--- config.mk ---
export PLATFORM = sky130hd
export DESIGN_NAME = mem_stage
export DESIGN_NICKNAME = d
export VERILOG_FILES = /design/src/rtl/mem_stage_pkg.sv /design/src/rtl/mem_stage_load_extend.sv /design/src/rtl/mem_stage.sv
export SDC_FILE = /design/constraint.sdc
export NUM_CORES = 1
export LEC_CHECK = 0
export CAP_MARGIN = 20
export CORE_MARGIN = 1.5
export CORE_UTILIZATION = 32
export CTS_CLUSTER_DIAMETER = 120
export CTS_CLUSTER_SIZE = 16
export DETAILED_ROUTE_END_ITERATION = 10
export GPL_TIMING_DRIVEN = 0
export PLACE_DENSITY_LB_ADDON = 0.15
export SKIP_LAST_GASP = 1
export SYNTH_ARGS = -nofsm -noshare
export SYNTH_HDL_FRONTEND = slang
export SYNTH_SLANG_ARGS = --single-unit
--- constraint.sdc ---
create_clock -name clk -period 3.1 [get_ports clk]
set_input_delay 0.465 -clock clk [delete_from_list [all_inputs] [get_ports clk]]
set_output_delay 0.465 -clock clk [all_outputs]
set_load 0.02 [all_outputs]
--- src/rtl/mem_stage_pkg.sv ---
// Shared definitions for the memory stage: bus widths, ld_op codes,
// response-wait state encodings and the packed layouts of both buses.
package mem_stage_pkg;

   localparam int ES_TO_MS_BUS_WD     = 74;
   localparam int MS_TO_WS_BUS_WD     = 70;
   localparam int MS_TO_DS_FWD_BUS_WD = 39;

   localparam logic [2:0] LD_NONE = 3'b000;
   localparam logic [2:0] LD_B    = 3'b001;
   localparam logic [2:0] LD_H    = 3'b010;
   localparam logic [2:0] LD_W    = 3'b011;
   localparam logic [2:0] LD_BU   = 3'b100;
   localparam logic [2:0] LD_HU   = 3'b101;

   typedef enum logic [1:0] {
      IDLE = 2'd0,
      WAIT = 2'd1,
      HOLD = 2'd2
   } ms_state_t;

   typedef struct packed {
      logic [2:0]  ld_op;
      logic        req_issued;
      logic        gr_we;
      logic [4:0]  dest;
      logic [31:0] alu_result;
      logic [31:0] pc;
   } es_to_ms_t;

   typedef struct packed {
      logic        gr_we;
      logic [4:0]  dest;
      logic [31:0] final_result;
      logic [31:0] pc;
   } ms_to_ws_t;

   function automatic logic is_load(input logic [2:0] op);
      return (op >= LD_B) && (op <= LD_HU);
   endfunction

endpackage

--- src/rtl/mem_stage_load_extend.sv ---
// load_extend: picks the addressed byte/half of a load word and extends it.
// Ports: ld_op (load kind), addr (low address bits), rdata (raw word) -> result.
module load_extend
   import mem_stage_pkg::*;
(
   input  logic [2:0]  ld_op,
   input  logic [1:0]  addr,
   input  logic [31:0] rdata,
   output logic [31:0] result
);

   logic [7:0]  byte_sel;
   logic [15:0] half_sel;

   always_comb begin
      byte_sel = rdata[{addr, 3'b000} +: 8];
      // Halves are always aligned; the low address bit is ignored.
      half_sel = addr[1] ? rdata[31:16] : rdata[15:0];
   end

   always_comb begin
      result = rdata;
      case (ld_op)
         LD_B:    result = {{24{byte_sel[7]}}, byte_sel};
         LD_H:    result = {{16{half_sel[15]}}, half_sel};
         LD_W:    result = rdata;
         LD_BU:   result = {24'd0, byte_sel};
         LD_HU:   result = {16'd0, half_sel};
         default: result = rdata;
      endcase
   end

endmodule

--- src/rtl/mem_stage.sv ---
// mem_stage: fourth pipeline stage; waits for data-SRAM responses, extends
// load data and keeps it in a local buffer while write-back stalls.
// Ports: clk/reset (sync, active-high); es_to_ms_valid/bus, ms_allowin (from es);
// ms_to_ws_valid/bus, ws_allowin (to ws); ms_to_ds_valid (to decode);
// data_sram_data_ok/rdata (SRAM response).
// Optional: MEM_STAGE_FWD_EN adds ms_to_ds_fwd_bus = {fwd_valid, fwd_blocked,
// dest, final_result} for decode forwarding.
module mem_stage
   import mem_stage_pkg::*;
(
   input  logic                       clk,
   input  logic                       reset,
   input  logic                       ws_allowin,
   output logic                       ms_allowin,
   input  logic                       es_to_ms_valid,
   input  logic [ES_TO_MS_BUS_WD-1:0] es_to_ms_bus,
   output logic                       ms_to_ws_valid,
   output logic [MS_TO_WS_BUS_WD-1:0] ms_to_ws_bus,
   output logic                       ms_to_ds_valid,
   input  logic                       data_sram_data_ok,
   input  logic [31:0]                data_sram_rdata
`ifdef MEM_STAGE_FWD_EN
   ,
   output logic [MS_TO_DS_FWD_BUS_WD-1:0] ms_to_ds_fwd_bus
`endif
);

   es_to_ms_t ms_bus_r;
   ms_state_t state;
   ms_state_t state_nxt;
   logic      ms_valid;
   logic      ms_ready_go;
   logic      capture;
   logic      buf_load;
   logic [31:0] data_buf;
   logic [31:0] load_data;
   logic [31:0] ext_data;
   logic [31:0] final_result;
   es_to_ms_t   es_bus;

   assign es_bus = es_to_ms_t'(es_to_ms_bus);

   assign ms_ready_go = (state == WAIT) ? data_sram_data_ok : 1'b1;
   assign ms_allowin  = ~ms_valid | (ms_ready_go & ws_allowin);
   assign capture     = es_to_ms_valid & ms_allowin;
   assign buf_load    = (state == WAIT) & data_sram_data_ok & ~ws_allowin;

   always_comb begin
      state_nxt = state;
      case (state)
         WAIT: begin
            if (data_sram_data_ok)
               state_nxt = ws_allowin ? IDLE : HOLD;
         end
         HOLD: begin
            if (ws_allowin)
               state_nxt = IDLE;
         end
         default: state_nxt = IDLE;
      endcase
      // A capture only happens once the held instruction is leaving.
      if (capture)
         state_nxt = es_bus.req_issued ? WAIT : IDLE;
   end

   always_ff @(posedge clk) begin
      if (reset) begin
         ms_valid <= 1'b0;
         state    <= IDLE;
         data_buf <= 32'd0;
      end else begin
         state <= state_nxt;
         if (ms_allowin)
            ms_valid <= es_to_ms_valid;
         if (buf_load)
            data_buf <= data_sram_rdata;
      end
   end

   always_ff @(posedge clk) begin
      if (capture)
         ms_bus_r <= es_bus;
   end

   assign load_data = (state == HOLD) ? data_buf : data_sram_rdata;

   load_extend u_load_extend (
      .ld_op  (ms_bus_r.ld_op),
      .addr   (ms_bus_r.alu_result[1:0]),
      .rdata  (load_data),
      .result (ext_data)
   );

   assign final_result = is_load(ms_bus_r.ld_op) ? ext_data
                                                  : ms_bus_r.alu_result;

   assign ms_to_ws_valid = ms_valid & ms_ready_go;
   assign ms_to_ds_valid = ms_valid;
   assign ms_to_ws_bus   = {ms_bus_r.gr_we, ms_bus_r.dest,
                            final_result, ms_bus_r.pc};

`ifdef MEM_STAGE_FWD_EN
   logic fwd_valid;
   logic fwd_blocked;
   assign fwd_valid   = ms_valid & ms_bus_r.gr_we & (ms_bus_r.dest != 5'd0);
   assign fwd_blocked = (state == WAIT) & ~data_sram_data_ok;
   assign ms_to_ds_fwd_bus = {fwd_valid, fwd_blocked, ms_bus_r.dest,
                              final_result};
`endif

endmodule
# Word level (Yosys, flattened, before mapping)
# Index checks and enable logic that the tools add are counted.
# Widths: inputs -> output; s select.
# op_classes
magnitude_cmp	2
eq_ne	8
shift	1
n_bitwise	8
muxes	11
reduce_logical	2
# ops
cell	count
$pmux 32 s4	1
$mux 32	2
$shiftx 32x6->8	1
$mux 16	1
$mux 2	4
$eq 3x3->1 const B	2
$ne 3x3->1 const B	2
$and 1x1->1	5
$pmux 2 s2	1
$eq 3x1->1 const B	1
$eq 3x2->1 const B	1
$ge 3x1->1 const B	1
$le 3x3->1 const B	1
$eq 2x1->1 const B	1
$eq 2x2->1 const B	1
$mux 1	2
$not 1->1	2
$reduce_and 2->1	1
$logic_and 1x1->1	1
$or 1x1->1	1
# totals
wordCells	40
register_bits	108
output_inout_bits	73
in_bits	111

# Logic depth before layout (Yosys ltp)
# Gate-level depths: netlist (run 1).
# logic_depth
ltp_word	7
depth_mapped	8
ltp_nobuf	5

# By module
# A second synthesis (run 1) with hierarchy kept.
# unflattened
hier_cells	466
hier_area_um2	5456.5
# by_module_without_submodules
mod	area_each_um2	n_inst	cells_each	seq_area_each_um2
mem_stage	4596.9	1	344	2892.8
load_extend	859.6	1	122	0.0

# Worst setup path after synthesis (run 1)
# Ideal clock, no wire load.
# synth_path
path_type	input to register
start	input port data_sram_data_ok
end	register ms_bus_r[32] in the netlist's numbering (enable)
t_arrival_ps	2942
setup_time_ps	440
n_path_buf	0
required_time_ps	2660
cell_stages	3
path_slack_ps	-282
cell_sequence	nor3b_1 o21ai_0 and2_1
# synth_between
elab_chain_cells	4
# synth_rtl
element	line	source
from (decl)	mem_stage.sv:20	input logic data_sram_data_ok,
$mux 1	mem_stage.sv:43	assign ms_ready_go = (state == WAIT) ? data_sram_data_ok : 1'b1;
$and 1x1->1	mem_stage.sv:44	assign ms_allowin = ~ms_valid | (ms_ready_go & ws_allowin);
$or 1x1->1	mem_stage.sv:44	
net ms_allowin	mem_stage.sv:14	output logic ms_allowin,
$and 1x1->1	mem_stage.sv:45	assign capture = es_to_ms_valid & ms_allowin;
net capture	mem_stage.sv:33	logic capture;
to (signal assigned)	mem_stage.sv:82	ms_bus_r <= es_bus;
to (decl)	mem_stage.sv:28	es_to_ms_t ms_bus_r;
# The timed path passes the listed nets, and every way through them passes these cells.
# A chain may end at the register's enable or synchronous reset.

# Worst setup path after layout (run 1)
# layout_path
start	register state[0]
end	output port ms_to_ws_bus[47]
# layout_between
elab_chain_cells	5
elab_cells_between_ends	6
classes_between	1 x eq/ne; 1 x shift; 4 x mux
# layout_rtl
element	line	source
from (decl)	mem_stage.sv:29	ms_state_t state;
from (signal assigned)	mem_stage.sv:72	state <= state_nxt;
$eq 2x2->1 (*)	mem_stage.sv:85	assign load_data = (state == HOLD) ? data_buf : data_sram_rdata;
$mux 32 (*)	mem_stage.sv:85	
$shiftx 32x6->8 or $mux 16 (tied branches)	mem_stage_load_extend.sv:16, mem_stage_load_extend.sv:18	
$pmux 32 s4 (*)	mem_stage_load_extend.sv:23	case (ld_op)
$mux 32 (*)	mem_stage.sv:94	assign final_result = is_load(ms_bus_r.ld_op) ? ext_data
to (decl)	mem_stage.sv:18	output logic [MS_TO_WS_BUS_WD-1:0] ms_to_ws_bus,
# Mark *: on every way between the ends. The rest lies on a longest branch, timed or not.

==> impl_metrics.py, run 1 <==
metrics = {
    "worst_setup_path": {
        "critPathCaptureType": "primary output",
        "timing.rr.end": "ms_to_ws_bus[17]",
        "critical_path.cell_chain": "nand2b_4 > buf_4 > clkbuf_4 > nor2_1 > o21ai_0 > o221ai_1 > nor3_1 > clkdlybuf4s50_1",
        "cpPeakStageDelay_ps": 650,
        "critPathLaunchType": "flip-flop",
        "timing.critical_path.max_delay_family": "buffers and inverters",
        "criticalPathCategory": "reg2out",
        "worst-path-stages": 8,
        "r2r_slack_ps": 1170,
        "worst-path-max-fanout": 10,
        "arrival_ps": 2740,
        "cpMaxStageDelayCell": "clkdlybuf4s50_1",
        "critical_path.n_buffers_inverters": 3,
        "reg2reg_depth": 4,
        "crit-reg2reg-launch": "state[0]",
        "required_time_reported_for_the_critical_path_endpoint_ps": 2630,
    },
    "die": {
        "die-height_microns": 131.0,
        "dieArea_sq_mm": 0.01716,
        "floorplan.rows": 46,
        "starting_utilization_of_the_core_area_pct": 32.88,
        "die_w_microns": 131.0,
        "io_pins": 184,
        "core_area_sq_mm": 0.01594,
    },
    "timing": {
        "final.setup_skew_ps": 6.000,
        "transition_time_at_the_pin_with_the_least_slew_margin_ps": 592.9,
        "fmaxAchievable_mhz": 311.7,
        "final-max-slew-violation-count": 0,
        "fin_setup_tns_ps": -108.2,
        "final_min_period_over_clock_period_pct": 103.5,
        "finalHoldViolations": 0,
        "slew_headroom_pct": 59.34,
        "postLayoutSetupSlackWorst_ps": -108.2,
        "setup_repair_after_global_routing_missed_its_margin": "true",
        "report.final.setup_viol": 1,
        "final.min_clock_period_ps": 3208,
    },
    "final_layout": {
        "nNetsFinal": 810,
        "diodes_inserted": 0,
        "register_area_sq_mm": 0.002893,
        "multi_input_comb_area_sq_mm": 0.002068,
        "finalCoreUtilization_pct": 49.01,
        "area_growth_pct": 49.05,
        "layout-drive-gt1-share_pct": 18.32,
        "final_cell_count_no_fill": 920,
        "num-fill-cells": 1493,
    },
    "logic_synthesis": {
        "synth_simple_gate_area_share_pct": 12.58,
        "seq_area_frac_synth_pct": 55.18,
        "post_synth_mux_area_share_pct": 7.947,
        "ys_warn_count": 0,
        "yosys.area_share.xor_xnor_pct": 0.5012,
        "yosys_register_bits": 108,
        "post_synth_inst_count": 500,
        "yosys_most_used_dff": "edfxtp_1",
        "synth_edf_count": 73,
        "netlist_cell_types": 43,
        "area_of_the_mapped_netlist_sq_mm": 0.005243,
        "syn_avg_cell_area_sq_um": 10.49,
        "post_synth_fa_ha_maj_area_fraction_pct": 0,
        "synth_fp_nets": 611,
        "synthesized_area_fraction_occupied_by_ao_oa_aoi_and_oai_cells_pct": 15.32,
        "postSynth.asyncResetShare_pct": 0,
        "synth_top_family_by_area": "compound AO/OA/AOI/OAI gates",
    },
    "routing": {
        "detailed_router_s_first_iteration_violation_count": 335,
        "vias_after_detailed_routing": 4580,
        "remaining_drc_errors": 1,
        "detailroute.wirelength.met3_microns": 1830,
        "wl_microns": 16710,
        "routed_via_density": 4.978,
        "dr.pass1.iters": 8,
        "post_drt_wl_per_cell_microns": 18.16,
        "top_layer_used": "met5",
        "route.met2.wl_microns": 7577,
        "final_antenna_violating_net_count": 0,
        "wirelength_met1_microns": 6869,
    },
    "clock_tree": {
        "clk_path_buf_depth": 2,
        "cts.sinks": 108,
        "tritoncts": "done",
        "count_of_hold_buffers_inserted_by_post_cts_repair": 0,
        "htreeDepth": 3,
        "cts.root.buffer_cell": "clkbuf_16",
        "cts.reportedPaths.clkPinSlew_ps": 80,
        "clock_insertion_delay_worst_skew_ps": 360,
        "cts_inserted_buffers": 9,
    },
    "power_and_ir_drop": {
        "pwr_density_cell_mw_per_mm2": 465.6,
        "post_route_total_power_mw": 3.638,
        "ir_drop_mv": 0.3795,
        "power_leakage_nw": 3.061,
    },
    "worst_hold_path": {
        "min-delay-path-class": "reg2reg",
        "min_path_cells": 2,
        "hold_path.startpoint": "data_buf[18]",
        "worstHoldEndpoint": "data_buf[18]",
    },
    "job": {
        "timing.max_cap.violations": 0,
    },
    "placement": {
        "dp.final_hpwl_microns": 12440,
        "weighted_congestion_reported_at_the_end_of_routability_driven_placement": 0.9306,
        "placement.io_buffers": 182,
        "place.detailed.instances": 899,
    },
    "outcome": {
        "violated_checks": "DRC, setup timing",
        "run_status": "finished, violations left",
    },
    "global_route": {
        "via_count_of_the_first_global_routing_pass": 4652,
        "grt_first_pass_wirelength_microns": 25260,
        "pin_count_of_the_biggest_net_entering_global_routing": 52,
        "number_of_antenna_violations_at_the_first_check_in_global_routing": 1,
        "grt_overflow_total": 0,
        "gr_usage_total_pct": 19.99,
    },
}
-- cells by family (layout without fill, tap and decap cells) --
| kind of cell | after synthesis | after routing |
|---|---|---|
| DFF | 108 | 108 |
| and+or+nand+nor | 153 | 153 |
| muxes | 39 | 39 |
| buffers and inverters | 75 | 279 |
| AOI/OAI and AO/OA | 122 | 122 |
| xor gates and xnor gates | 3 | 3 |
-- worst max-delay path by stage --
stage                        start  slack [ps]                to
2_1_floorplan         ms_bus_r[73]         350  ms_to_ws_bus[34]
3_3_place_gp   data_sram_rdata[15]        -650  ms_to_ws_bus[42]
3_5_place_dp   data_sram_rdata[15]        -650  ms_to_ws_bus[56]
4_1_cts               ms_bus_r[72]        -220  ms_to_ws_bus[47]
5_1_grt                   state[0]        -250  ms_to_ws_bus[47]
6_report                  state[0]        -110  ms_to_ws_bus[47]
-- tightest hold or removal path, delay by kind of cell, from the launching register on --
family             cells  cell delay [ps]
AOI/OAI and AO/OA      1               50
DFF                    1              310
and+or+nand+nor        1               50
-- metrics by stage --
step / instance area (sq um) / hold slack (ps) / worst slack [ps]
6_report: 7814 / 457.0 / -108.2
5_1_grt: 7814 / 466.8 / -245.5
4_1_cts: 7781 / 458.5 / -221.8
3_5_place_dp: 7365 / 447.8 / -652.7
3_3_place_gp: 7336 / 440.8 / -651.6
2_1_floorplan: 5244 / 433.8 / 345.4
-- cells in the mapped netlist (6+ instances only) --
cell type | count | share of area, %
a21oi_1 | 48 | 4.6
a221oi_1 | 9 | 1.5
a31oi_1 | 6 | 0.72
buf_2 | 7 | 0.67
buf_4 | 39 | 5.6
clkbuf_1 | 21 | 1.5
dfxtp_1 | 35 | 13
edfxtp_1 | 73 | 42
inv_1 | 6 | 0.43
mux2i_1 | 36 | 6.9
nand2_1 | 88 | 6.3
nand3_1 | 6 | 0.57
nor2_1 | 33 | 2.4
nor3_1 | 7 | 0.67
o21ai_0 | 14 | 1.3
o221ai_1 | 7 | 1.2
o22a_1 | 16 | 2.7
-- routing by layer --
layer / GRT usage [%] / vias up
li1: - / 2173
met3: 7.818 / 33
met2: 31.60 / 233
met1: 24.61 / 2139
met5: 0 / -
met4: 7.757 / 2
-- flip-flops by register name, summed over array words and instances, names as in the netlist --
name            flops
data_buf           32
state               2
ms_bus_r           35
ms_to_ds_valid      1
ms_to_ws_bus       38
-- power by group --
group | internal (mW) | switching [mW]
combinational | 0.405 | 0.439
sequential | 1.61 | 0.0219
clock | 0.571 | 0.589
-- repair_timing --
action | in CTS | in global routing
buffers inserted | 6 | 1
gates resized for setup | 130 | 39
pin swaps | 3 | 4
setup endpoints to repair | 32 | 31
-- layout by cell type (no fill, tap or decap), types with 3 or more instances in the layout --
| cell | count |
|---|---|
| nor3_1 | 6 |
| nand2_1 | 88 |
| dlygate4sd2_1 | 6 |
| edfxtp_1 | 73 |
| nand2b_1 | 4 |
| clkbuf_2 | 12 |
| a221oi_2 | 5 |
| o22a_1 | 16 |
| dfxtp_1 | 35 |
| buf_2 | 14 |
| o21ai_0 | 12 |
| a31oi_1 | 6 |
| dlymetal6s2s_1 | 4 |
| clkbuf_1 | 12 |
| a21oi_1 | 47 |
| nand3_1 | 6 |
| clkbuf_4 | 4 |
| nor2_1 | 32 |
| a21boi_0 | 3 |
| clkbuf_16 | 9 |
| o221ai_1 | 7 |
| buf_6 | 5 |
| o211ai_1 | 5 |
| a211oi_1 | 4 |
| buf_4 | 50 |
| clkdlybuf4s50_1 | 147 |
| inv_6 | 4 |
| inv_1 | 6 |
| mux2i_1 | 35 |
-- layout make-up --
| cell class | instances | area share (%) |
|---|---|---|
| plain buffers | 67 | 5.781 |
| well taps | 216 | 3.459 |
| repair buffers | 190 | 23.25 |
| inverters | 6 | 0.2882 |
| clock buffers | 10 | 2.930 |
| flip-flops and latches | 108 | 37.02 |
| clock inverters | 6 | 0.8006 |
| multi-input cells | 317 | 26.47 |
Note: power is estimated with default switching activity, not from simulation.
==> run 2: changes to the inputs <==
Settings changed: CAP_MARGIN 20 to unset, CORE_ASPECT_RATIO set to 1.25.
==> impl_metrics.py, run 2 (same netlist as run 1, synthesis figures left out) <==
metrics = {
    "power_and_ir_drop": {
        "pwr_density_cell_mw_per_mm2": 465.3,
        "post_route_total_power_mw": 3.644,
        "ir_drop_mv": 0.2537,
        "power_leakage_nw": 3.037,
    },
    "placement": {
        "pre_cts_ws_ps": -687.6,
        "placement.io_buffers": 182,
        "place.detailed.instances": 899,
        "weighted_congestion_reported_at_the_end_of_routability_driven_placement": 0.8973,
        "dp.final_hpwl_microns": 12590,
        "placed_area_sq_mm": 0.007365,
    },
    "routing": {
        "final_antenna_violating_net_count": 0,
        "remaining_drc_errors": 0,
        "wl_microns": 16630,
        "post_drt_wl_per_cell_microns": 18.03,
        "vias_after_detailed_routing": 4582,
        "dr.pass1.iters": 5,
        "detailed_router_s_first_iteration_violation_count": 242,
        "routed_via_density": 4.970,
    },
    "worst_setup_path": {
        "required_time_reported_for_the_critical_path_endpoint_ps": 2630,
        "timing.critical_path.max_delay_family": "buffers and inverters",
        "critical_path.n_buffers_inverters": 3,
        "worst-path-max-fanout": 10,
        "criticalPathCategory": "reg2out",
        "arrival_ps": 2620,
        "cpMaxStageDelayCell": "edfxtp_1",
        "critPathCaptureType": "primary output",
        "critPathLaunchType": "flip-flop",
        "cpPeakStageDelay_ps": 370,
        "critical_path.cell_chain": "buf_4 > xor2_4 > nand2_1 > clkbuf_2 > o211ai_1 > o21ai_0 > a211oi_2 > dlygate4sd2_1",
    },
    "final_layout": {
        "final_cell_count_no_fill": 922,
        "nNetsFinal": 812,
        "post_layout_inst_area_sq_mm": 0.007831,
        "area_growth_pct": 49.38,
        "mostFrequentLayoutCells": "clkdlybuf4s50_1 (146), nand2_1 (88), edfxtp_1 (73)",
        "finalCoreUtilization_pct": 48.53,
        "mostFrequentLayoutCell": "clkdlybuf4s50_1",
        "diodes_inserted": 0,
        "layout-drive-gt1-share_pct": 18.84,
        "largest_register_ff_count": 38,
    },
    "timing": {
        "final-max-slew-violation-count": 0,
        "final.min_clock_period_ps": 3080,
        "finalHoldViolations": 0,
        "final.setup_skew_ps": 7.317,
        "postLayoutSetupSlackWorst_ps": 19.55,
        "final_min_period_over_clock_period_pct": 99.37,
        "fmaxAchievable_mhz": 324.6,
        "transition_time_at_the_pin_with_the_least_slew_margin_ps": 606.6,
        "slew_headroom_pct": 59.56,
        "setup_repair_after_global_routing_missed_its_margin": "true",
        "report.final.setup_viol": 0,
    },
    "outcome": {
        "run_status": "finished, final reports clean",
    },
    "die": {
        "core_area_sq_mm": 0.01614,
        "die_w_microns": 117.5,
        "io_pins": 184,
        "starting_utilization_of_the_core_area_pct": 32.49,
        "floorplan.rows": 52,
        "die-height_microns": 146.1,
        "dieArea_sq_mm": 0.01716,
    },
    "clock_tree": {
        "tritoncts": "done",
        "clk_path_buf_depth": 2,
        "cts.sinks": 108,
        "cts.reportedPaths.clkPinSlew_ps": 80,
        "cts_inserted_buffers": 9,
        "cts.root.buffer_cell": "clkbuf_16",
        "htreeDepth": 3,
        "clock_insertion_delay_worst_skew_ps": 360,
    },
    "global_route": {
        "pin_count_of_the_biggest_net_entering_global_routing": 71,
        "via_count_of_the_first_global_routing_pass": 4821,
        "gr_usage_total_pct": 19.50,
        "grt_overflow_total": 0,
        "number_of_antenna_violations_at_the_first_check_in_global_routing": 0,
        "grt_first_pass_wirelength_microns": 25830,
    },
    "worst_hold_path": {
        "min-delay-path-class": "reg2reg",
    },
    "job": {
        "timing.max_cap.violations": 0,
    },
}
run 2: layout make-up:
class	instances	area, sq um
Buffer	67	455.4
Clock buffer	9	225.2
Clock inverter	7	71.32
Fill cell	1591	8304
Inverter	6	22.52
Multi-Input combinational cell	317	2078
Sequential cell	108	2893
Tap cell	216	270.3
Timing Repair Buffer	192	1815
run 2: final timing paths:
check	startpoint	end	slack, ps	cells past startpoint
setup reg to reg	state[1]	ms_bus_r[48]	1320	4
hold reg to reg	data_buf[26]	data_buf[26]	450	2
setup / recovery	ms_bus_r[73]	ms_to_ws_bus[37]	20	8
hold / removal	data_buf[26]	data_buf[26]	450	2
run 2: power by group:
| part | switching, mW | leakage, nW | internal, mW |
|---|---|---|---|
| Combinational | 0.436 | 1.90 | 0.402 |
| Clock | 0.598 | 0.146 | 0.572 |
| Sequential | 0.0232 | 0.989 | 1.61 |
| Total | 1.06 | 3.04 | 2.59 |
run 2: metrics by stage:
stage / TNS, ps / hold WS (ps)
floorplan: 0 / 433.8
CTS: -236.4 / 458.8
detailed placement: -13980 / 447.3
global placement: -16920 / 441.5
global route: -127.7 / 482.1
finish: 0 / 454.8
run 2: timing repair:
action	in CTS	in global routing
resized for setup	141	27
setup buffers	7	2
pin swaps	3	3
endpoints found under the setup margin	32	20
hold buffers	0	0
run 2: layer usage:
layer | wire [microns] | GRT usage (%) | vias up
li1 | - | - | 2189
met1 | 6509 | 22.07 | 2168
met2 | 8155 | 33.24 | 196
met3 | 1505 | 6.953 | 29
met4 | 455 | 8.476 | 0
met5 | 0 | 0 | -
run 2: worst register-to-register path: stages, from the launching register on:
cell	delay, ps
dfxtp_1	410
nor3b_1	100
o21ai_0	280
and2_4	270
buf_16	290
